**src/rtl/batrider_snd_rom_arb.sv**
```systemverilog
// Batrider sound ROM read arbiter: shares one SDRAM read slot between the
// Z80 program ROM and the two OKI PCM ports, with a one-byte hit cache per
// requester so repeated reads of the same address need no downstream fetch.
module batrider_snd_rom_arb #(
   parameter int unsigned   AW        = 22,
   parameter logic [AW-1:0] Z80_OFFS  = 22'h000000,
   parameter logic [AW-1:0] PCM0_OFFS = 22'h040000,
   parameter logic [AW-1:0] PCM1_OFFS = 22'h140000
) (
   input  logic          CLK96,
   input  logic          RESET96,
   input  logic          Z80_CS,
   input  logic [17:0]   Z80_ADDR,
   output logic          Z80_OK,
   output logic [7:0]    Z80_DOUT,
   input  logic          PCM0_CS,
   input  logic [20:0]   PCM0_ADDR,
   output logic          PCM0_OK,
   output logic [7:0]    PCM0_DOUT,
   input  logic          PCM1_CS,
   input  logic [20:0]   PCM1_ADDR,
   output logic          PCM1_OK,
   output logic [7:0]    PCM1_DOUT,
   output logic          ROM_CS,
   output logic [AW-1:0] ROM_ADDR,
   input  logic          ROM_OK,
   input  logic [7:0]    ROM_DOUT,
   output logic          BUSY
);

   localparam logic [1:0] ST_IDLE  = 2'd0;
   localparam logic [1:0] ST_GUARD = 2'd1;
   localparam logic [1:0] ST_WAIT  = 2'd2;

   localparam logic [1:0] GNT_Z80  = 2'd0;
   localparam logic [1:0] GNT_PCM0 = 2'd1;
   localparam logic [1:0] GNT_PCM1 = 2'd2;

   logic [1:0]    st;
   logic [1:0]    gnt;
   logic          last_pcm;      // 1: PCM1 was served last, so PCM0 is next

   logic [17:0]   z80_caddr;
   logic [20:0]   pcm0_caddr;
   logic [20:0]   pcm1_caddr;
   logic [7:0]    z80_cdata;
   logic [7:0]    pcm0_cdata;
   logic [7:0]    pcm1_cdata;
   logic          z80_cvalid;
   logic          pcm0_cvalid;
   logic          pcm1_cvalid;

   logic          z80_hit, pcm0_hit, pcm1_hit;
   logic          z80_miss, pcm0_miss, pcm1_miss;
   logic [AW-1:0] z80_raddr, pcm0_raddr, pcm1_raddr;

   // Cache hit/miss detection and downstream address generation (wraps mod 2^AW)
   always_comb begin
      z80_hit    = z80_cvalid  & (z80_caddr  == Z80_ADDR);
      pcm0_hit   = pcm0_cvalid & (pcm0_caddr == PCM0_ADDR);
      pcm1_hit   = pcm1_cvalid & (pcm1_caddr == PCM1_ADDR);
      z80_miss   = Z80_CS  & ~z80_hit;
      pcm0_miss  = PCM0_CS & ~pcm0_hit;
      pcm1_miss  = PCM1_CS & ~pcm1_hit;
      z80_raddr  = Z80_OFFS  + AW'(Z80_ADDR);
      pcm0_raddr = PCM0_OFFS + AW'(PCM0_ADDR);
      pcm1_raddr = PCM1_OFFS + AW'(PCM1_ADDR);
   end

   assign Z80_OK    = Z80_CS  & z80_hit;
   assign PCM0_OK   = PCM0_CS & pcm0_hit;
   assign PCM1_OK   = PCM1_CS & pcm1_hit;
   assign Z80_DOUT  = z80_cdata;
   assign PCM0_DOUT = pcm0_cdata;
   assign PCM1_DOUT = pcm1_cdata;
   assign BUSY      = (st != ST_IDLE);

   // Arbitration FSM: grant in IDLE, skip one stale ROM_OK cycle, fill on ROM_OK
   always_ff @(posedge CLK96) begin
      if (RESET96) begin
         st          <= ST_IDLE;
         gnt         <= GNT_Z80;
         last_pcm    <= 1'b1;
         ROM_CS      <= 1'b0;
         ROM_ADDR    <= '0;
         z80_caddr   <= '0;
         pcm0_caddr  <= '0;
         pcm1_caddr  <= '0;
         z80_cdata   <= '0;
         pcm0_cdata  <= '0;
         pcm1_cdata  <= '0;
         z80_cvalid  <= 1'b0;
         pcm0_cvalid <= 1'b0;
         pcm1_cvalid <= 1'b0;
      end else begin
         case (st)
            ST_IDLE: begin
               if (z80_miss) begin
                  gnt        <= GNT_Z80;
                  z80_caddr  <= Z80_ADDR;
                  z80_cvalid <= 1'b0;
                  ROM_ADDR   <= z80_raddr;
                  ROM_CS     <= 1'b1;
                  st         <= ST_GUARD;
               end else if (pcm0_miss && (!pcm1_miss || last_pcm)) begin
                  gnt         <= GNT_PCM0;
                  pcm0_caddr  <= PCM0_ADDR;
                  pcm0_cvalid <= 1'b0;
                  ROM_ADDR    <= pcm0_raddr;
                  ROM_CS      <= 1'b1;
                  st          <= ST_GUARD;
               end else if (pcm1_miss) begin
                  gnt         <= GNT_PCM1;
                  pcm1_caddr  <= PCM1_ADDR;
                  pcm1_cvalid <= 1'b0;
                  ROM_ADDR    <= pcm1_raddr;
                  ROM_CS      <= 1'b1;
                  st          <= ST_GUARD;
               end
            end
            ST_GUARD: begin
               st <= ST_WAIT;
            end
            ST_WAIT: begin
               if (ROM_OK) begin
                  if (gnt == GNT_Z80) begin
                     z80_cdata  <= ROM_DOUT;
                     z80_cvalid <= 1'b1;
                  end
                  if (gnt == GNT_PCM0) begin
                     pcm0_cdata  <= ROM_DOUT;
                     pcm0_cvalid <= 1'b1;
                     last_pcm    <= 1'b0;
                  end
                  if (gnt == GNT_PCM1) begin
                     pcm1_cdata  <= ROM_DOUT;
                     pcm1_cvalid <= 1'b1;
                     last_pcm    <= 1'b1;
                  end
                  ROM_CS <= 1'b0;
                  st     <= ST_IDLE;
               end
            end
            default: begin
               ROM_CS <= 1'b0;
               st     <= ST_IDLE;
            end
         endcase
      end
   end

endmodule

```
**config.mk**
```make
export PLATFORM = sky130hd
export DESIGN_NAME = batrider_snd_rom_arb
export DESIGN_NICKNAME = d
export VERILOG_FILES = /design/src/rtl/batrider_snd_rom_arb.sv
export SDC_FILE = /design/constraint.sdc
export NUM_CORES = 1
export LEC_CHECK = 0
export ABC_AREA = 0
export CAP_MARGIN = 20
export CORE_MARGIN = 2
export CORE_UTILIZATION = 40
export DETAILED_ROUTE_END_ITERATION = 8
export GPL_TIMING_DRIVEN = 0
export PLACE_DENSITY_LB_ADDON = 0.3
export SLEW_MARGIN = 20
export SYNTH_ARGS = -nofsm -noshare
export SYNTH_HDL_FRONTEND = slang
export SYNTH_SLANG_ARGS = --single-unit
export TNS_END_PERCENT = 1
```
**constraint.sdc**
```tcl
create_clock -name CLK96 -period 3.6 [get_ports CLK96]
set_clock_uncertainty 0.15 [all_clocks]
set_input_delay 0.72 -clock CLK96 [delete_from_list [all_inputs] [get_ports CLK96]]
set_output_delay 0.72 -clock CLK96 [all_outputs]
set_load 0.005 [all_outputs]
```
==> out/results.tsv <==
stage	metric	value	unit
clocking	clk_path_buf_depth	2	
global_routing	grt_first_pass_wirelength	25100	um
global_routing	gr-usage-met1	0.275	
global_routing	grt_max_degree	17	
clocking	htreeDepth	4	
clocking	worst_skew_pair.late_latency	410	ps
timing	tightest_slew	741	ps
synth	ys.flop_type	dfxtp_1	
global_routing	grt_use_met3	0.0486	
setup_path	startpoint_type	input port	
drt	drt_iter0_markers	383	
min_path	worstHoldStart	Z80_DOUT[7]	
global_routing	global_route.usage.met2	0.374	
setup_path	cp_cell_sequence	clkdlybuf4s50_1 > xnor2_2 > nand4_1 > nor2_4 > nand3_1 > nor2_2 > clkdlybuf4s50_1	
timing	period_minus_slack	3620	ps
timing	timing.final.crit_share	1.01	
min_path	whs_endpoint	Z80_DOUT[7]	
global_routing	grt_usage	0.226	
clocking	clk_pin_slew_worst_paths	50	ps
status	failed_checks	negative setup slack	
drt	wirelength	16000	um
synth	yosys_warnings	0	
layout	finish.utilization	0.568	
synth	syn_area_per_cell	8.84	um2
setup_path	critPathKind	input port to primary output	
setup_path	reg2reg_depth	7	
global_routing	overflow	0	
layout	final_area	7520	um2
timing	slew_violations	0	
global_routing	antenna_found_initial	0	
layout	fin_nets	835	
synth	netlist_area	5410	um2
floorplan	rows	42	
synth	synth_edf_count	0	
floorplan	die_area	14500	um2
min_path	min_path_cells	2	
pwr	leakage	2.74	nW
synth	yosysTopAreaCell	dfxtp_1	
layout	syn_to_final_growth	39.1	%
setup_path	r2r-start	z80_caddr[1]	
clocking	cts_sinks	115	
timing	relSlewSlack	0.502	
setup_path	cp_data_required_time	2730	ps
layout	diodes	0	
floorplan	start_util	0.409	
floorplan	fp.dieW	120	um
timing	max_freq	276	MHz
placed_design	place_area	6870	um2
floorplan	io_pins	125	
synth	syn_nets	691	
floorplan	core_area	13200	um2
synth	yosysTopAreaCellShare	0.426	
drt	ant_nets	0	
setup_path	crit_path_end_kind	primary output	
timing	hold_violations	0	
clocking	numCtsBuffers	17	
setup_path	worstPathArrival	2750	ps
synth	synthCells	612	
drt	vias_per_cell	5.27	
setup_path	rrSetupSlack	780	ps
min_path	min_path_type	flip-flop to flip-flop	
drt	drc	0	
setup_path	cpMostUsedCell	clkdlybuf4s50_1	
clocking	clockRootBuffer	clkbuf_16	
synth	ys_async_sr_fraction	0	
synth	synth_cell_types	41	
synth	synth_seq_cells	115	
timing	finalSetupViolations	1	
drt	vias	4983	
floorplan	die_h	120	um
setup_path	worstPathMaxFanout	4	
layout	num-fill-cells	1179	
drt	first_pass_iters	5	
status	status	finished with violations	
setup_path	critical-path-max-stage-delay	580	ps
setup_path	cp_slowest_cell	clkdlybuf4s50_1	
global_routing	busiest_layer	met2	
timing	finalWorstSetupSlack	-21.3	ps
global_routing	grt_pass1_vias	4917	
setup_path	r2r_end	ROM_ADDR[21]	
drt	wire_per_inst	17.0	um
pwr	max-vdd-ir-drop	0.000345	V
placed_design	gp_congestion	0.872	
pwr	power_per_cell_area	492	nW/um2
job	maxCapViolations	0	
placed_design	dp_hpwl	12400	um
layout	drive_gt1_frac	0.0806	
synth	synth_seq_area_share	0.426	
synth	synth_area_leaders	dfxtp_1 43%, xnor2_1 8.4%, mux2i_1 8.3%	
clocking	cts_tree	built	
placed_design	numPortBuffers	124	
==> state kept, by name (all words and copies together) (netlist names), 2 cells and up <==
name and flops:
st 2, PCM0_DOUT 8, Z80_DOUT 8, PCM1_DOUT 8, gnt 2, pcm0_caddr 21
ROM_ADDR 22, pcm1_caddr 21, z80_caddr 18
==> critical path, delay by kind of cell <==
kind          cells  cell delay [ps]
buf+inv           2             1100
simple gates      4              760
xor+xnor          1              160
==> synth_stat cells (all sizes together), types with 2 or more instances <==
| library cell | number |
|---|---|
| xor2 | 8 |
| clkbuf | 21 |
| a21oi | 65 |
| nand4 | 13 |
| a211oi | 19 |
| dfxtp | 115 |
| and2 | 4 |
| a311o | 2 |
| mux2i | 45 |
| a22o | 3 |
| ha | 5 |
| a31oi | 3 |
| nand2b | 19 |
| a32o | 19 |
| nand3 | 23 |
| a2111oi | 2 |
| xnor2 | 52 |
| a211o | 2 |
| nor4 | 3 |
| nor2 | 75 |
| buf | 18 |
| inv | 8 |
| a31o | 2 |
| nand2 | 75 |
==> kinds of logic (layout without fill, tap and decap cells) <==
kind of cell             count (synthesis)  count (layout)  synth area share
XOR/XNOR                                60              60            0.0971
flip-flops                             115             115             0.426
AND/OR/NAND/NOR                        216             216             0.177
adder cells (fa/ha/maj)                  5               5            0.0116
multiplexers                            46              46            0.0853
AO/OA/AOI/OAI                          123             123             0.164
buffers and inverters                   47             204            0.0393
==> stage by stage <==
| step | setup TNS (ps) | worst slack (ps) | hold WS, ps | cells | power (mW) |
|---|---|---|---|---|---|
| 2_1_floorplan | 0 | 893 | 298 | 612 | 1.69 |
| 3_5_place_dp | -1940 | -150 | 299 | 912 | 1.96 |
| 5_1_grt | -51.9 | -51.9 | 332 | 945 | 3.83 |
| 4_1_cts | 0 | 11.7 | 306 | 945 | 3.72 |
| 3_3_place_gp | -325 | -113 | 295 | 912 | 1.95 |
| 6_report | -21.3 | -21.3 | 302 | 945 | 3.70 |
==> area by class of cell <==
type                    count  area, um2  share of cell area
multi-input cells         450       2920               0.388
flip-flops and latches    115       2300               0.306
repair buffers            125       1250               0.166
clock buffers              22        464              0.0617
well taps                 176        220              0.0293
plain buffers              39        183              0.0243
clock inverters            10        155              0.0206
inverters                   8       30.0             0.00399
==> placed cells by master, fill, tap and decap left out, types with 3 or more instances in the layout <==
cell               n
a22o_1             3
a211oi_1          18
nor4_1             3
dlygate4sd2_1      3
clkinv_2           4
nand2b_1          19
a21oi_1           65
inv_1              8
nand2_1           75
clkbuf_16         17
xnor2_1           50
ha_1               5
dfxtp_1          115
clkdlybuf4s50_1  120
buf_2             14
a32o_1            19
and2_1             4
xor2_1             8
nand4_1           12
mux2i_1           45
bufinv_16          4
nand3_1           23
nor2_1            72
clkbuf_1          24
==> metal layers <==
metal	part of all wire	vias to the layer above	wire, um
met5	0	-	0
li1	-	2418	-
met2	0.48	186	7740
met4	0.038	0	609
met1	0.41	2340	6580
met3	0.069	39	1110
==> where the power goes <==
group	switching [mW]	internal (mW)	total (mW)
Combinational	0.273	0.275	0.548
Clock	0.570	1.19	1.76
Sequential	0.0496	1.35	1.40
Total	0.893	2.81	3.70
==> worst max path at each step <==
stage	from	to	slack (ps)	cells after the start
global placement	PCM1_ADDR[3]	PCM1_OK	-110	7
detailed placement	Z80_ADDR[14]	z80_cvalid	-150	10
CTS	PCM1_ADDR[18]	PCM1_OK	10	7
floorplan	PCM0_ADDR[16]	pcm1_caddr[10]	890	8
global route	PCM1_ADDR[16]	PCM1_OK	-50	7
finish	PCM1_ADDR[16]	PCM1_OK	-20	7
==> repair_timing <==
item,4_1_cts,5_1_grt
hold buffers,0,0
pin swaps,2,1
gates resized for setup,5,5
setup buffers,1,0
setup endpoints to repair,1,1
(Power assumes the default switching activity.)
